<file path="src/rtl/serial_pkg.sv">
// -----------------------------------------------------------------------------
// serial_pkg
// Shared types and constants for the bit-serial two's-complement negator.
//   lane_state_t : per-lane framing state (IDLE waits for start-of-frame,
//                  ACTIVE is collecting the remaining bits of a word)
//   DEF_WIDTH    : default bits per serial word
//   DEF_CHANNELS : default number of independent lanes
//   CNT_W        : bit-counter width for the default word size
//   slice_lsb()  : LSB position of a lane's word inside a packed lane vector
// -----------------------------------------------------------------------------
package serial_pkg;

    typedef enum logic {
        IDLE   = 1'b0,
        ACTIVE = 1'b1
    } lane_state_t;

    localparam int DEF_WIDTH    = 8;
    localparam int DEF_CHANNELS = 4;
    localparam int CNT_W        = $clog2(DEF_WIDTH);

    // Lane k occupies [k*width +: width] of a packed multi-lane word bus.
    function automatic int slice_lsb(input int lane, input int width);
        return lane * width;
    endfunction

endpackage

</file>
<file path="src/rtl/serial_negate_lane.sv">
// -----------------------------------------------------------------------------
// serial_negate_lane
// One channel of the bit-serial, LSB-first two's-complement negator.
// Copies bits up to and including the first '1' of a word, then inverts the
// rest (negate mode) or passes every bit unchanged (pass mode). Also rebuilds
// the processed word in parallel and flags the one value that cannot be
// negated (the most negative number).
//
// Ports
//   clk_i        : rising-edge clock
//   rst_i        : synchronous active-high reset
//   valid_i      : bit_i / sof_i / neg_en_i are valid this cycle
//   bit_i        : serial input bit, LSB first
//   sof_i        : marks bit 0 of a word (qualified by valid_i)
//   neg_en_i     : sampled with sof_i; 1 = negate, 0 = pass through
//   out_valid_o  : registered; out_bit_o is valid
//   out_bit_o    : processed serial bit, one cycle after its input bit
//   word_valid_o : one-cycle pulse with the last out_valid_o of a word
//   word_data_o  : processed word, held until the next word_valid_o
//   ovf_o        : pulses with word_valid_o when negating 1<<(WIDTH-1)
//
// Handshake: there is no backpressure. A bit is consumed in any cycle where
// valid_i is high; cycles with valid_i low leave all lane state untouched and
// produce out_valid_o = 0 on the following cycle.
// -----------------------------------------------------------------------------
module serial_negate_lane
    import serial_pkg::*;
#(
    parameter int WIDTH = DEF_WIDTH
) (
    input  logic             clk_i,
    input  logic             rst_i,
    input  logic             valid_i,
    input  logic             bit_i,
    input  logic             sof_i,
    input  logic             neg_en_i,
    output logic             out_valid_o,
    output logic             out_bit_o,
    output logic             word_valid_o,
    output logic [WIDTH-1:0] word_data_o,
    output logic             ovf_o
);

    localparam int            CW       = $clog2(WIDTH);
    localparam logic [CW-1:0] LAST_CNT = CW'(WIDTH - 1);

    lane_state_t      state_q;
    logic [CW-1:0]    cnt_q;
    logic             seen_q;   // a '1' has already been consumed in this word
    logic             mode_q;   // 1 = negate current word
    logic [WIDTH-1:0] shreg_q;  // processed bits, shifted in at the MSB end

    logic             start_bit;
    logic             cont_bit;
    logic             proc_bit_d;
    logic [WIDTH-1:0] shreg_d;

    always_comb begin
        // A start-of-frame always begins a new word, even mid-word (abort).
        start_bit  = valid_i && sof_i;
        cont_bit   = valid_i && !sof_i && (state_q == ACTIVE);
        // At start-of-frame seen_one is cleared, so bit 0 always passes through.
        proc_bit_d = start_bit ? bit_i
                               : ((mode_q && seen_q) ? ~bit_i : bit_i);
        // After WIDTH shifts, bit 0 of the word lands at index 0, so stale
        // bits from an aborted word are always pushed out by a complete word.
        shreg_d    = {proc_bit_d, shreg_q[WIDTH-1:1]};
    end

    always_ff @(posedge clk_i) begin
        if (rst_i) begin
            state_q      <= IDLE;
            cnt_q        <= '0;
            seen_q       <= 1'b0;
            mode_q       <= 1'b0;
            shreg_q      <= '0;
            out_valid_o  <= 1'b0;
            out_bit_o    <= 1'b0;
            word_valid_o <= 1'b0;
            word_data_o  <= '0;
            ovf_o        <= 1'b0;
        end else begin
            out_valid_o  <= 1'b0;
            word_valid_o <= 1'b0;
            ovf_o        <= 1'b0;

            if (start_bit) begin
                state_q     <= ACTIVE;
                cnt_q       <= CW'(1);
                seen_q      <= bit_i;
                mode_q      <= neg_en_i;
                shreg_q     <= shreg_d;
                out_valid_o <= 1'b1;
                out_bit_o   <= proc_bit_d;
            end else if (cont_bit) begin
                seen_q      <= seen_q | bit_i;
                shreg_q     <= shreg_d;
                out_valid_o <= 1'b1;
                out_bit_o   <= proc_bit_d;
                if (cnt_q == LAST_CNT) begin
                    state_q      <= IDLE;
                    cnt_q        <= '0;
                    word_valid_o <= 1'b1;
                    word_data_o  <= shreg_d;
                    // Only 1<<(WIDTH-1) reaches its MSB with no earlier '1'.
                    ovf_o        <= mode_q & bit_i & ~seen_q;
                end else begin
                    cnt_q <= cnt_q + 1'b1;
                end
            end
            // Invalid bits in IDLE and idle cycles leave the lane untouched.
        end
    end

endmodule

</file>
<file path="src/rtl/serial_twos_comp_nch.sv">
// -----------------------------------------------------------------------------
// serial_twos_comp_nch
// Multi-channel bit-serial two's-complement negator. Instantiates CHANNELS
// fully independent serial_negate_lane instances and packs their outputs.
//
// Ports (bit k / slice k belongs to lane k)
//   clk        : rising-edge clock
//   r          : synchronous active-high reset
//   in_valid   : in_bit[k] valid this cycle
//   in_bit     : serial data, LSB first
//   in_sof     : start-of-frame, marks bit 0 of a word
//   neg_en     : sampled with in_sof; 1 = negate, 0 = pass
//   out_valid  : registered output-bit valid
//   out_bit    : processed serial bit
//   word_valid : one-cycle word-complete pulse
//   word_data  : lane k word at [k*WIDTH +: WIDTH]
//   ovf        : negate-overflow pulse, aligned with word_valid
// -----------------------------------------------------------------------------
module serial_twos_comp_nch
    import serial_pkg::*;
#(
    parameter int WIDTH    = DEF_WIDTH,
    parameter int CHANNELS = DEF_CHANNELS
) (
    input  logic                      clk,
    input  logic                      r,
    input  logic [CHANNELS-1:0]       in_valid,
    input  logic [CHANNELS-1:0]       in_bit,
    input  logic [CHANNELS-1:0]       in_sof,
    input  logic [CHANNELS-1:0]       neg_en,
    output logic [CHANNELS-1:0]       out_valid,
    output logic [CHANNELS-1:0]       out_bit,
    output logic [CHANNELS-1:0]       word_valid,
    output logic [CHANNELS*WIDTH-1:0] word_data,
    output logic [CHANNELS-1:0]       ovf
);

    for (genvar k = 0; k < CHANNELS; k++) begin : g_lane
        localparam int LSB = slice_lsb(k, WIDTH);

        serial_negate_lane #(
            .WIDTH(WIDTH)
        ) u_lane (
            .clk_i       (clk),
            .rst_i       (r),
            .valid_i     (in_valid[k]),
            .bit_i       (in_bit[k]),
            .sof_i       (in_sof[k]),
            .neg_en_i    (neg_en[k]),
            .out_valid_o (out_valid[k]),
            .out_bit_o   (out_bit[k]),
            .word_valid_o(word_valid[k]),
            .word_data_o (word_data[LSB +: WIDTH]),
            .ovf_o       (ovf[k])
        );
    end

endmodule

</file>
<file path="config.mk">
export PLATFORM = sky130hd
export DESIGN_NAME = serial_twos_comp_nch
export DESIGN_NICKNAME = d
export VERILOG_FILES = /design/src/rtl/serial_pkg.sv /design/src/rtl/serial_negate_lane.sv /design/src/rtl/serial_twos_comp_nch.sv
export SDC_FILE = /design/constraint.sdc
export NUM_CORES = 1
export LEC_CHECK = 0
export ABC_AREA = 1
export ABC_CLOCK_PERIOD_IN_PS = 1400
export CAP_MARGIN = 10
export CORE_UTILIZATION = 47
export DETAILED_ROUTE_END_ITERATION = 10
export GPL_ROUTABILITY_DRIVEN = 1
export PLACE_DENSITY_LB_ADDON = 0.2
export SYNTH_ARGS = -nofsm -noshare
export SYNTH_HDL_FRONTEND = slang
export SYNTH_SLANG_ARGS = --single-unit
export TNS_END_PERCENT = 20
</file>
<file path="constraint.sdc">
create_clock -name clk -period 1.4 [get_ports clk]
set_clock_uncertainty 0.05 [all_clocks]
set_input_delay 0.14 -clock clk [delete_from_list [all_inputs] [get_ports clk]]
set_output_delay 0.14 -clock clk [all_outputs]
set_load 0.05 [all_outputs]
</file>
==> results of run 1 <==
-- through the flow --
stage	worst slack (ps)	util
4_1_cts	-4.15	0.663
6_report	68.0	0.673
3_5_place_dp	-139	0.635
5_1_grt	-27.3	0.673
2_1_floorplan	98.4	-
3_3_place_gp	-106	0.635
-- power by group --
part / switching (W) / internal (W) / leakage, nW
Clock: 0.000905 / 0.000917 / 0.101
Sequential: 0.0000900 / 0.00284 / 0.784
Combinational: 0.000302 / 0.000221 / 1.33
Total: 0.00130 / 0.00397 / 2.22
-- final timing paths --
check	endpoint	slack, ps
max	g_lane[2].u_lane.word_data_o[7]	70
min	g_lane[3].u_lane.state_q	230
max reg2reg	g_lane[2].u_lane.word_data_o[7]	70
min reg2reg	g_lane[3].u_lane.word_data_o[0]	420
-- area by class of cell --
cell class | count | area [um^2]
Tap cell | 102 | 128
Fill cell | 620 | 2550
Inverter | 43 | 161
Multi-Input combinational cell | 316 | 1650
Clock buffer | 11 | 151
Timing Repair Buffer | 88 | 1190
Clock inverter | 5 | 55.1
Sequential cell | 96 | 1930
-- registers in the layout, summed over array words and instances, names as in the netlist --
signal and count:
g_lane.u_lane.mode_q 4, g_lane.u_lane.word_data_o 32, g_lane.u_lane.out_bit_o 1, g_lane.u_lane.ovf_o 4, g_lane.u_lane.word_valid_o 4, g_lane.u_lane.state_q 4, g_lane.u_lane.cnt_q 12, g_lane.u_lane.shreg_q 27
g_lane.u_lane.out_valid_o 4, g_lane.u_lane.seen_q 4
-- kinds of logic (layout without fill, tap and decap cells) --
group	Yosys count	in the layout	share of synthesized area
AOI/OAI and AO/OA	76	76	0.102
adders and majority gates	12	12	0.0393
buffers and inverters	70	147	0.0878
DFF	96	96	0.503
and+or+nand+nor	228	228	0.268
-- per-layer routing --
| layer | track usage | vias up |
|---|---|---|
| met1 | 0.254 | 1482 |
| met2 | 0.322 | 58 |
| li1 | - | 1684 |
| met3 | 0.0307 | 10 |
| met4 | 0.0924 | 0 |
| met5 | 0 | - |
-- worst max-delay path, stage by stage (launching register included) --
cell and delay [ps]:
dfxtp_1 350, ha_2 180, ha_2 190, nand4_1 100
buf_4 180, a21oi_1 130, nand2_1 60, inv_1 40
-- placed cells by master (no fill, tap or decap), types with 3 or more instances in the layout --
cell type and instances:
buf_4 32, nand2_1 104, nor4_1 4, nor2_1 63, a21oi_1 36, ha_2 3
clkdlybuf4s50_1 16, buf_12 39, nand2_2 5, clkbuf_8 11, inv_1 41, nand3_1 29
dfxtp_2 4, nor3_1 4, ha_1 5, nand4_1 5, o21ai_0 35, nor2_4 6
ha_4 4, dfxtp_1 92
-- timing repair --
| action | 4_1_cts | 5_1_grt |
|---|---|---|
| pin swaps | 1 | 5 |
| cloned | 0 | 0 |
| setup endpoints to repair | 4 | 34 |
| gates resized for setup | 2 | 18 |
==> reports/results.ini, run 1 <==
[die]
dieArea_um2=8490
start_util=0.489
core_area_um2=7810
die_w_um=92.1
pin_count=66
rows=32
die_h_um=92.1

[synthesis]
synth_common_cells=104 x nand2_1, 96 x dfxtp_1, 63 x nor2_1
yosys.area.top_type=dfxtp_1
synth-edff-count=0
ys_warn_count=0
ys_seq_area_frac=0.503
synth.most_common_cell=nand2_1
ys_ff_latch=96
synth.distinct_cells=25
synthTopCellsByArea=dfxtp_1 50%, nand2_1 10%, nor2_1 6.2%
yosysTopAreaCellShare=0.503
syn-cell-area_um2=3820
synthFlopType=dfxtp_1
postSynth.asyncResetShare=0
syn_nets=512
synth_cells=482
avgSynthCellArea_um2=7.92

[critical_path]
r2r_start=g_lane[2].u_lane.cnt_q[1]
r2r_cells=7
critPathRequiredTime_ps=1650
crit_path_end_kind=flip-flop
crit_start=g_lane[2].u_lane.cnt_q[1]
start_kind=flip-flop
crit_type=reg2reg
cp_max_fo=9
arrival_ps=1590

[timing]
post-route-min-period_ps=1330
worst_pin_slew_ps=303
tns_ps=0
rsz0062_at_grt=yes
slew_violations=0
holdWs_ps=226
relSlewSlack=0.798
finalSetupViolations=0
min_period_over_period=0.951
fmax_mhz=751
hold_viol=0

[run_status]
outcome=complete, no violations

[detailed_routing]
routed_wl_um=7920
wl_met1_um=3770
wl_met3_um=223
drc=0
vias_per_cell=4.89
routedWlPerCell_um=12.0
ant_nets=0
top_layer_used=met4
route.met2.wl_um=3790
route.vias.total=3234
drt_iter0_drc=78
drtPass1Iterations=5

[placed_design]
place_inst=645
dp_hpwl_um=5560
placed_area_um2=4960
gp_congestion=0.818
port_buffers=65

[job]
max_cap_violations=0

[cts]
root_buffer=clkbuf_8
cts.sinks=96
path_clk_slew_ps=90
tritoncts=built
h-tree-depth=3
cts_setup_buffers=0
ctsHoldBuffers=0
cts_made_buffers=9
clockBufferDepth=2
clock_latency_ps=350

[hold_path]
whs_path_depth=3
min_from=r
hold_class=in2reg

[grt]
grt_max_degree=28
grt-ovfl-total=0
antenna_found_initial=0
grt_pass1_vias=3009
grt_pass1_wl_um=13500
grtUsageTotal=0.197

[final_layout]
drive_gt1_frac=0.216
final_nets=584
areaGrowthSynthToFinish_pct=37.7
stdcell_count=661
stdcell_area_um2=5260
antenna_cells=0

[pwr]
peakVddDrop_mv=0.537
p_per_area_nw_per_um2=1000
p_leak_nw=2.22
power.total_w=0.00527

No activity file was read; power rests on OpenSTA's default activity.
==> run 2, diff against run 1 <==
Settings changed: PLACE_DENSITY set to 0.83, PLACE_DENSITY_LB_ADDON 0.2 to unset.
==> reports/results.ini, run 2 (synthesis gave the netlist of run 1 again) <==
[placed_design]
gp_congestion=0.852  ; +4.1%
placed_area_um2=5030  ; +1.4%
port_buffers=65  ; unchanged
place_inst=644  ; -0.16%
dp_hpwl_um=5900  ; +6.0%

[timing]
holdWs_ps=199  ; -26.9 ps
hold_viol=0  ; unchanged
tns_ps=0  ; unchanged
relSlewSlack=0.794  ; -0.00408
finalSetupViolations=0  ; unchanged
min_period_over_period=0.935  ; -0.0163
fmax_mhz=764  ; +1.7%
slew_violations=0  ; unchanged
worst_pin_slew_ps=309  ; +6.10 ps
post-route-min-period_ps=1310  ; -22.8 ps

[final_layout]
largest_reg_flops=32  ; unchanged
final_nets=583  ; -0.17%
stdcell_count=660  ; -0.15%
utilization=0.686  ; +0.0128
areaGrowthSynthToFinish_pct=40.3
stdcell_area_um2=5360  ; +1.9%
drive_gt1_frac=0.226  ; +0.00935
final_common_cell=nand2_1
largest_registers=g_lane.u_lane.word_data_o x32, g_lane.u_lane.shreg_q x27, g_lane.u_lane.cnt_q x12
antenna_cells=0  ; unchanged
final_cell_mix=104 x nand2_1, 90 x dfxtp_1, 63 x nor2_1
top_register=g_lane.u_lane.word_data_o

[critical_path]
cp_num_buf_inv=1  ; -1
arrival_ps=1540  ; -50 ps
r2r_cells=6  ; -1
crit_type=reg2reg
crit_path_end_kind=flip-flop
worstReg2RegEnd=g_lane[1].u_lane.word_data_o[2]
reg2reg_setup_slack_ps=90  ; +20 ps
cp_slowest_cell=dfxtp_2
critPathRequiredTime_ps=1630  ; -20 ps
crit_family=flip-flops
crit_chain=ha_4 -> ha_4 -> inv_1 -> nor2_4 -> nand2_1 -> a21oi_1
start_kind=flip-flop
cp_slowest_stage_delay_ps=370  ; +20 ps
cpMostUsedCell=ha_4
cp_max_fo=8  ; -1
r2r_start=g_lane[1].u_lane.cnt_q[0]

[die]
rows=32  ; unchanged
die_h_um=92.1  ; unchanged
die_w_um=92.1  ; unchanged
pin_count=66  ; unchanged
core_area_um2=7810  ; unchanged
dieArea_um2=8490  ; unchanged
start_util=0.489  ; unchanged

[detailed_routing]
vias_per_cell=5.01  ; +2.4%
ant_nets=0  ; unchanged
drt_iter0_drc=101  ; +29%
routed_wl_um=8230  ; +3.9%
route.vias.total=3306  ; +2.2%
routedWlPerCell_um=12.5  ; +4.1%
drtPass1Iterations=4  ; -1
drc=0  ; unchanged

[grt]
grt_pass1_wl_um=13700  ; +1.6%
grt-ovfl-total=0  ; unchanged
grt_pass1_vias=3044  ; +1.2%
grt_max_degree=28  ; unchanged
antenna_found_initial=0  ; unchanged
grtUsageTotal=0.200  ; +0.00290

[cts]
cts_made_buffers=9  ; unchanged
root_buffer=clkbuf_8
ctsHoldBuffers=0  ; unchanged
clockBufferDepth=2  ; unchanged
clock_latency_ps=350  ; about the same
h-tree-depth=3  ; unchanged
tritoncts=built
path_clk_slew_ps=90  ; about the same
cts.sinks=96  ; unchanged

[pwr]
p_leak_nw=2.22  ; +0.13%
peakVddDrop_mv=0.554  ; +3.0%
p_per_area_nw_per_um2=984  ; -1.9%

[hold_path]
min_to=g_lane[1].u_lane.word_data_o[1]
hold_class=in2reg
min_from=r
whs_path_depth=3  ; unchanged

[job]
max_cap_violations=0  ; unchanged

[run_status]
outcome=complete, no violations

## run 2: through the flow
stage / power (W) / setup WS (ps)
finish: 0.00527 / 90.7
global placement: 0.00347 / -50.0
detailed placement: 0.00350 / -131
global route: 0.00550 / -2.96
floorplan: 0.00328 / 98.4
CTS: 0.00530 / 4.05
## run 2: routing by layer
layer  vias to the layer above  share of wire  global-route usage
li1                       1679              -                   -
met3                        17          0.039              0.0340
met5                         -              0                   0
met4                         0          0.017              0.0755
met1                      1515           0.43               0.244
met2                        95           0.52               0.350
## run 2: where the power goes
group	switching [W]	internal, W	total (W)
clock	0.000974	0.000841	0.00181
sequential	0.0000967	0.00284	0.00293
combinational	0.000301	0.000220	0.000522
total	0.00137	0.00390	0.00527
## run 2: worst reg2reg max path, delay by kind of cell (launching register included)
family	cells	cell delay, ps
adder cells (fa/ha/maj)	2	300
AO/OA/AOI/OAI	1	140
AND/OR/NAND/NOR	2	300
buffers and inverters	1	90
flip-flops	1	370
## run 2: repair_timing
| item | CTS | global route |
|---|---|---|
| resized for setup | 5 | 24 |
| setup endpoints to repair | 11 | 33 |
| setup buffers | 0 | 0 |
| pin swaps | 2 | 4 |
## run 2: layout make-up
cell class	count	area, um^2
timing repair buffer	87	1250
tap	102	128
fill	599	2450
clock buffer	9	124
clock inverter	7	78.8
sequential	96	1930
inverter	43	161
multi-input combinational	316	1680
## run 2: how the worst max path moves through the flow
stage / startpoint / to / slack (ps) / cells after the start
final: g_lane[1].u_lane.cnt_q[0] / g_lane[1].u_lane.word_data_o[2] / 90 / 6
after global routing: g_lane[1].u_lane.cnt_q[1] / g_lane[1].u_lane.word_data_o[2] / -3 / 6
after CTS: g_lane[3].u_lane.cnt_q[0] / g_lane[3].u_lane.word_data_o[7] / 4 / 7
after detailed placement: in_valid[1] / g_lane[1].u_lane.seen_q / -130 / 7
after global placement: in_valid[0] / g_lane[0].u_lane.word_data_o[7] / -50 / 7
after floorplan: g_lane[2].u_lane.cnt_q[0] / g_lane[2].u_lane.word_data_o[7] / 100 / 6
